[src/rtl/secuenciador_programa.sv]
// secuenciador_programa: job sequencer in front of etapa_IF.
// Accepts a job (mode, algorithm, data length), selects the routine for
// fetch, releases the pipeline, waits for the halt opcode in the fetched
// stream, lets the pipeline drain, then pulses done. A watchdog bounds RUN.
//
// Ports:
//   clk, rst_n   clock, asynchronous active-low reset
//   start        job request, honoured only in IDLE/DONE/ERROR
//   modo, alg    routine selection (0=encrypt/1=decrypt; xor/shift/circ/add)
//   longitud     number of data words of the job
//   instruccion  instruction currently presented by etapa_IF
//   sel_dir      {modo, alg} latched at job accept
//   final_mem    BASE_MEM + longitud latched at job accept (wraps mod 2^32)
//   run_en, busy high in LOAD, RUN and DRAIN
//   done         one-cycle pulse in the first DONE cycle
//   error        sticky watchdog flag, cleared by the next accepted start
//   ciclos       (only with SECUENCIADOR_CICLOS_EN) LOAD+RUN+DRAIN cycles
//                of the last job
//
// Optional feature macro: SECUENCIADOR_CICLOS_EN
module secuenciador_programa #(
    parameter logic [3:0]  HALT_OPCODE  = 4'b1111,
    parameter int unsigned DRAIN_CYCLES = 4,
    parameter int unsigned MAX_CYCLES   = 1024,
    parameter logic [31:0] BASE_MEM     = 32'd0
) (
    input  logic        clk,
    input  logic        rst_n,
    input  logic        start,
    input  logic        modo,
    input  logic [1:0]  alg,
    input  logic [31:0] longitud,
    input  logic [13:0] instruccion,
    output logic [2:0]  sel_dir,
    output logic [31:0] final_mem,
    output logic        run_en,
    output logic        busy,
    output logic        done,
    output logic        error
`ifdef SECUENCIADOR_CICLOS_EN
    ,
    output logic [31:0] ciclos
`endif
);

    localparam int unsigned WD_W = $clog2(MAX_CYCLES + 1);
    localparam int unsigned DR_W = $clog2(DRAIN_CYCLES + 1);

    typedef enum logic [2:0] {
        S_IDLE,
        S_LOAD,
        S_RUN,
        S_DRAIN,
        S_DONE,
        S_ERROR
    } state_t;

    state_t          state;
    logic [WD_W-1:0] wd_cnt;
    logic [DR_W-1:0] dr_cnt;
    logic            halt_seen;

    // Only the opcode field matters here; operand bits are deliberately ignored.
    logic unused_operand;
    assign unused_operand = ^instruccion[9:0];
    assign halt_seen      = (instruccion[13:10] == HALT_OPCODE);

    // Sequencer state, counters and registered outputs.
    always_ff @(posedge clk or negedge rst_n) begin
        if (!rst_n) begin
            state     <= S_IDLE;
            sel_dir   <= 3'b000;
            final_mem <= 32'd0;
            run_en    <= 1'b0;
            busy      <= 1'b0;
            done      <= 1'b0;
            error     <= 1'b0;
            wd_cnt    <= '0;
            dr_cnt    <= '0;
`ifdef SECUENCIADOR_CICLOS_EN
            ciclos    <= 32'd0;
`endif
        end else begin
            done <= 1'b0;
            case (state)
                S_IDLE, S_DONE, S_ERROR: begin
                    if (start) begin
                        sel_dir   <= {modo, alg};
                        final_mem <= BASE_MEM + longitud;
                        error     <= 1'b0;
                        wd_cnt    <= '0;
                        dr_cnt    <= '0;
                        run_en    <= 1'b1;
                        busy      <= 1'b1;
                        state     <= S_LOAD;
`ifdef SECUENCIADOR_CICLOS_EN
                        ciclos    <= 32'd0;
`endif
                    end
                end

                // etapa_IF picks up the routine address; halt is not looked at yet.
                S_LOAD: begin
                    state <= S_RUN;
`ifdef SECUENCIADOR_CICLOS_EN
                    ciclos <= ciclos + 32'd1;
`endif
                end

                // Halt takes priority over a simultaneous watchdog expiry.
                S_RUN: begin
                    wd_cnt <= wd_cnt + WD_W'(1);
`ifdef SECUENCIADOR_CICLOS_EN
                    ciclos <= ciclos + 32'd1;
`endif
                    if (halt_seen) begin
                        dr_cnt <= '0;
                        state  <= S_DRAIN;
                    end else if (wd_cnt == WD_W'(MAX_CYCLES - 1)) begin
                        error  <= 1'b1;
                        run_en <= 1'b0;
                        busy   <= 1'b0;
                        state  <= S_ERROR;
                    end
                end

                // Let instructions already in ID/EXE/MEM/WB retire.
                S_DRAIN: begin
`ifdef SECUENCIADOR_CICLOS_EN
                    ciclos <= ciclos + 32'd1;
`endif
                    if (dr_cnt == DR_W'(DRAIN_CYCLES - 1)) begin
                        done   <= 1'b1;
                        run_en <= 1'b0;
                        busy   <= 1'b0;
                        state  <= S_DONE;
                    end else begin
                        dr_cnt <= dr_cnt + DR_W'(1);
                    end
                end

                default: begin
                    run_en <= 1'b0;
                    busy   <= 1'b0;
                    state  <= S_IDLE;
                end
            endcase
        end
    end

endmodule

[config.mk]
export PLATFORM = sky130hd
export DESIGN_NAME = secuenciador_programa
export DESIGN_NICKNAME = d
export VERILOG_FILES = /design/src/rtl/secuenciador_programa.sv
export SDC_FILE = /design/constraint.sdc
export NUM_CORES = 1
export LEC_CHECK = 0
export CAP_MARGIN = 10
export CELL_PAD_IN_SITES_DETAIL_PLACEMENT = 0
export CELL_PAD_IN_SITES_GLOBAL_PLACEMENT = 1
export CORE_UTILIZATION = 34
export DETAILED_ROUTE_END_ITERATION = 10
export MAX_ROUTING_LAYER = met4
export PLACE_DENSITY_LB_ADDON = 0.1
export SLEW_MARGIN = 20
export SYNTH_ARGS = -nofsm -noshare
export SYNTH_HDL_FRONTEND = slang
export SYNTH_SLANG_ARGS = --single-unit
[constraint.sdc]
create_clock -name clk -period 3.1 [get_ports clk]
set_input_delay 0.62 -clock clk [delete_from_list [all_inputs] [get_ports clk]]
set_output_delay 0.62 -clock clk [all_outputs]
set_load 0.01 [all_outputs]
# Word-level counts from Yosys, hierarchy flattened
# Cells that the tools add are included.
dict set report word_totals {
  input_bits 52
  memories 0
  ff_bits 55
  elab_cells 58
  latchBits 0
  output_inout_bits 39
  rom_bits 0
  ramBits 0
}
dict set report classes {
  div_mod_pow 0
  mux 22
  shift 0
  bitwise 1
  magnitude_cmp 0
  n_reduce_logical 10
  n_eq_ne 15
  multipliers 0
  addsub 2
}
# operator count
set ops {}
lappend ops {{case mux 11 bit (2 select lines)} 1}
lappend ops {{2-to-1 mux 3 bit} 7}
lappend ops {{!= test 2 bit, second input constant} 6}
lappend ops {{case mux 3 bit (4 select lines)} 1}
lappend ops {{adder 11 x 1 -> 11 bit, second input constant} 1}
lappend ops {{equality test 11 x 10 -> 1 bit, second input constant} 1}
lappend ops {{2-to-1 mux 11 bit} 1}
lappend ops {{equality test 3 x 2 -> 1 bit, second input constant} 3}
lappend ops {{2-to-1 mux 1 bit} 9}
lappend ops {{case mux 3 bit (3 select lines)} 1}
lappend ops {{AND reduction 4 bit} 2}
lappend ops {{equality test 3 bit, second input constant} 2}
lappend ops {{AND reduction 5 bit} 1}
lappend ops {{equality test 4 bit, second input constant} 1}
lappend ops {{case mux 1 bit (4 select lines)} 1}
lappend ops {{AND reduction 2 bit} 2}
lappend ops {{adder 3 x 1 -> 3 bit, second input constant} 1}
lappend ops {{equality test 3 x 1 -> 1 bit, second input constant} 1}
lappend ops {{logical NOT 3 bit} 1}
lappend ops {{!= test 3 bit, second input constant} 1}
lappend ops {{AND reduction 3 bit} 1}
lappend ops {{nonzero test 3 bit} 1}
lappend ops {{OR reduction 3 bit} 1}
lappend ops {{case mux 1 bit (2 select lines)} 1}
lappend ops {{2 further kinds} 2}

# Logic depth before layout (Yosys ltp)
dict set report logic_depth {
  depth_word 4
  depth_mapped 7
  depth_no_buf 6
}

# Worst setup path after synthesis
# Ideal clock, no wire load.
dict set report synth_timing {
  kind {register to register}
  start {register wd_cnt[0]}
  end {register busy}
  setup_ps 127
  path_stages_with_launch 6
  path_buffers 0
  t_arrival_ps 1438
  slack_ps 1535
  synth_period_minus_slack_ps 1565
  cell_sequence {dfrtp_1 > ha_1 > nand4_1 > or4_4 > a21oi_1 > o22ai_1}
}
dict set report synth_via {
  elab_chain_len 3
}
# item line_no
set synth_rtl {}
lappend synth_rtl {{from (decl)} 59} ;# logic [WD_W-1:0] wd_cnt;
lappend synth_rtl {{from (signal assigned)} 112} ;# wd_cnt <= wd_cnt + WD_W'(1);
lappend synth_rtl {{equality test 11 x 10 -> 1 bit} 119} ;# end else if (wd_cnt == WD_W'(MAX_CYCLES - 1)) begin
lappend synth_rtl {{!= test 2 bit (no source line)} --}
lappend synth_rtl {{AND reduction 5 bit (no source line)} --}
lappend synth_rtl {{to (signal assigned)} 122} ;# busy <= 1'b0;
lappend synth_rtl {{to (signal assigned)} 135} ;# busy <= 1'b0;
lappend synth_rtl {{to (signal assigned)} 144} ;# busy <= 1'b0;
lappend synth_rtl {{to (decl)} 37} ;# output logic busy,
# Every way passes these cells.
# A chain may end at the register's enable or synchronous reset.

# Worst setup path in the final report
dict set report layout_timing {
  start {input port start}
  end {register wd_cnt[9]}
}
dict set report layout_via {
  elab_chain_len 2
}
# item line_no
set layout_rtl {}
lappend layout_rtl {{from (decl)} 29} ;# input logic start,
lappend layout_rtl {{!= test 2 bit (no source line)} --}
lappend layout_rtl {{AND reduction 2 bit (no source line)} --}
# Every way passes these cells.

==> run metrics <==
clk_lat worst skew 0.31 ns; Vias/cell 4.58; Initial DRT Pass Iterations 4; Syn Std Cell Area 0.00239 mm^2; Die Y-Extent 85.9 um; CTS tree done; gr usage total 0.159; Worst VDD drop 0.315 mV; Max Slew Vio Count 0; Max Cap Viol 0; synthesized instance count approximately 260; via count 1986; Detailed Route Iter0 Violations 80; sequential cell area fraction in the yosys report 0.575; area grow syn2layout 41.4%; Worst EP arrival 2.08 ns; most common cell after layout, fill and taps aside nand2_1; pwr/cell area around 860 mW/mm^2; library cells used by synthesis 39; initial antenna violation count 0; Post-DRT Antenna Nets 0; Mapped Avg Cell Area 9.24 um^2; Post-route DRC 0; largest net degree at the start of global routing 40; Syn Nets around 310; Post-CTS Repair Setup Buffers 0; HPWL Detailed between 3000 and 4000 um; fmax 527 MHz; die area 0.00738 mm^2; Final Wtd Congestion 0.766; net count reported at finish 393; Hold Buf Count CTS 0; Num CTS Buffers 5; Layout Skew 0.00907 ns; CTS sink count 55; Setup TNS 0 ns; Hold Crit Class primary input to async pin; first-pass GRT wire length 8970 um; unrepaired setup endpoints after global routing false; synthesis-stage register bit count 55; YS warnings 0; DP Worst Slack 0.889 ns; # placed instances 427; CTS root buffer clkbuf_8; layout cell share with drive strength beyond 1 0.0621; CP Launch Type primary input; Longest Clk Path Bufs 2; Fillers 649; status finished clean; GRT overflow 0; setup violators final 0; commonest cells after routing, fill and taps aside 119 x nand2_1, 79 x clkdlybuf4s50_1, 55 x dfrtp_1, 13 x o21ai_1, 6 x a21oi_1; critical path required time about 3.3 ns; critical path class primary input to register; final setup margin 1.20 ns; Initial Utilization 0.352; post-CTS sizing 0; Period minus WS final 1.90 ns; I/O Pins 91; Buffers on Ports 80; Core Region 0.00679 mm^2; die outline width 85.9 um; Total Wirelength roughly 5400 um; vias in the first global route 1846; Max FO, Critical Path 39; Clock transition at path regs 0.10 ns; filler-free cell count of the finished design around 430; final hold slack 0.329 ns; Rows 30; H-tree levels 2; Worst Tran Pin Value 0.647 ns; WL per Instance 12.4 um; worst relative slew slack 0.569; Lkg Pwr 1.58 nW; crit end category register; Final period util 0.612; ANT cells 0; Final Hold Fails 0
synthesized netlist by cell type:
library cell    n  share of area
buf_2           5          0.010
a21oi_1         6          0.013
nand4_2         1         0.0052
nand2_1       119           0.19
nand3_1         1         0.0021
nor4_2          1         0.0052
o2bb2ai_1       1         0.0037
and2b_1         1         0.0031
nor3b_2         1         0.0052
nand4_1         5          0.013
o2111ai_1       1         0.0037
a41oi_1         1         0.0037
or4_4           1         0.0047
dfrtp_1        55           0.58
nor2b_1         3         0.0078
o31ai_2         1         0.0052
nor2_2          1         0.0026
o21ai_1        13          0.027
inv_1           4         0.0063
clkbuf_1        4         0.0063
o21ai_0         3         0.0063
a21o_1          1         0.0031
a22o_1          1         0.0037
nand2b_1        1         0.0026
buf_4           3         0.0094
nor2_1          2         0.0031
and4_1          2         0.0073
o211ai_1        1         0.0031
o31ai_1         2         0.0063
or2_2           1         0.0026
and2_1          1         0.0026
and3_1          1         0.0026
o22ai_1         3         0.0078
or3b_4          1         0.0047
mux2i_1         3          0.013
ha_1            3          0.016
a31oi_1         3         0.0078
nand4bb_1       1         0.0047
a21oi_2         1         0.0037
cells by family (layout without fill, tap and decap cells):
| kind of cell | count (synthesis) | in the layout | share of synthesized area |
|---|---|---|---|
| multiplexers | 3 | 3 | 0.0126 |
| flip-flops | 55 | 55 | 0.575 |
| AO/OA/AOI/OAI | 38 | 38 | 0.0978 |
| AND/OR/NAND/NOR | 144 | 144 | 0.266 |
| adder cells (fa/ha/maj) | 3 | 3 | 0.0157 |
| buffers and inverters | 16 | 95 | 0.0324 |
per-layer routing:
layer	track usage	part of all wire	wire [um]
met1	0.215	0.48	2590
met2	0.234	0.45	2440
met3	0.0491	0.059	317
met5	-	0	0
met4	0.0364	0.0072	39
final cells by class:
type	instances	area [um^2]	share of cell area
multi-input combinational	188	938	0.277
inverter	4	15.0	0.00444
tap	96	120	0.0355
sequential	55	1380	0.407
clock buffer	5	68.8	0.0203
timing repair buffer	84	826	0.244
clock inverter	2	37.5	0.0111
metrics by stage:
stage / util / area, um^2 / total power, mW
6_report: 0.498 / 3380 / 2.90
5_1_grt: 0.498 / 3380 / 3.14
4_1_cts: 0.498 / 3380 / 2.95
3_5_place_dp: 0.482 / 3280 / 2.47
3_3_place_gp: 0.482 / 3280 / 2.45
2_1_floorplan: - / 2390 / 1.82
power by group:
part	switching, mW	leakage [nW]	internal (mW)
combinational	0.605	0.828	0.653
sequential	0.183	0.703	0.982
clock	0.236	0.0502	0.237
worst max-delay path, cell delays in order:
cell and delay [ns]:
clkdlybuf4s50_1 0.47, nor2b_1 0.28, nand2_1 0.18, buf_4 0.30
o211ai_1 0.14, o31ai_1 0.09
registers in the layout, summed over array words and instances (netlist names):
signal,flops
done,1
final_mem,32
error,1
busy,1
state,3
dr_cnt,3
sel_dir,3
wd_cnt,11
worst paths after layout:
path                                    from       endpoint  slack, ns  cells past startpoint
worst max register to register     wd_cnt[0]           busy       1.33                      5
worst max-delay path                   start      wd_cnt[9]       1.20                      6
max in group asynchronous              rst_n  final_mem[13]       2.11                      2
min in group clk                final_mem[7]   final_mem[7]       0.48                      2
worst min register to register  final_mem[7]   final_mem[7]       0.48                      2
worst min-delay path                   rst_n  final_mem[22]       0.33                      1
No activity file was read; power rests on OpenSTA's default activity.
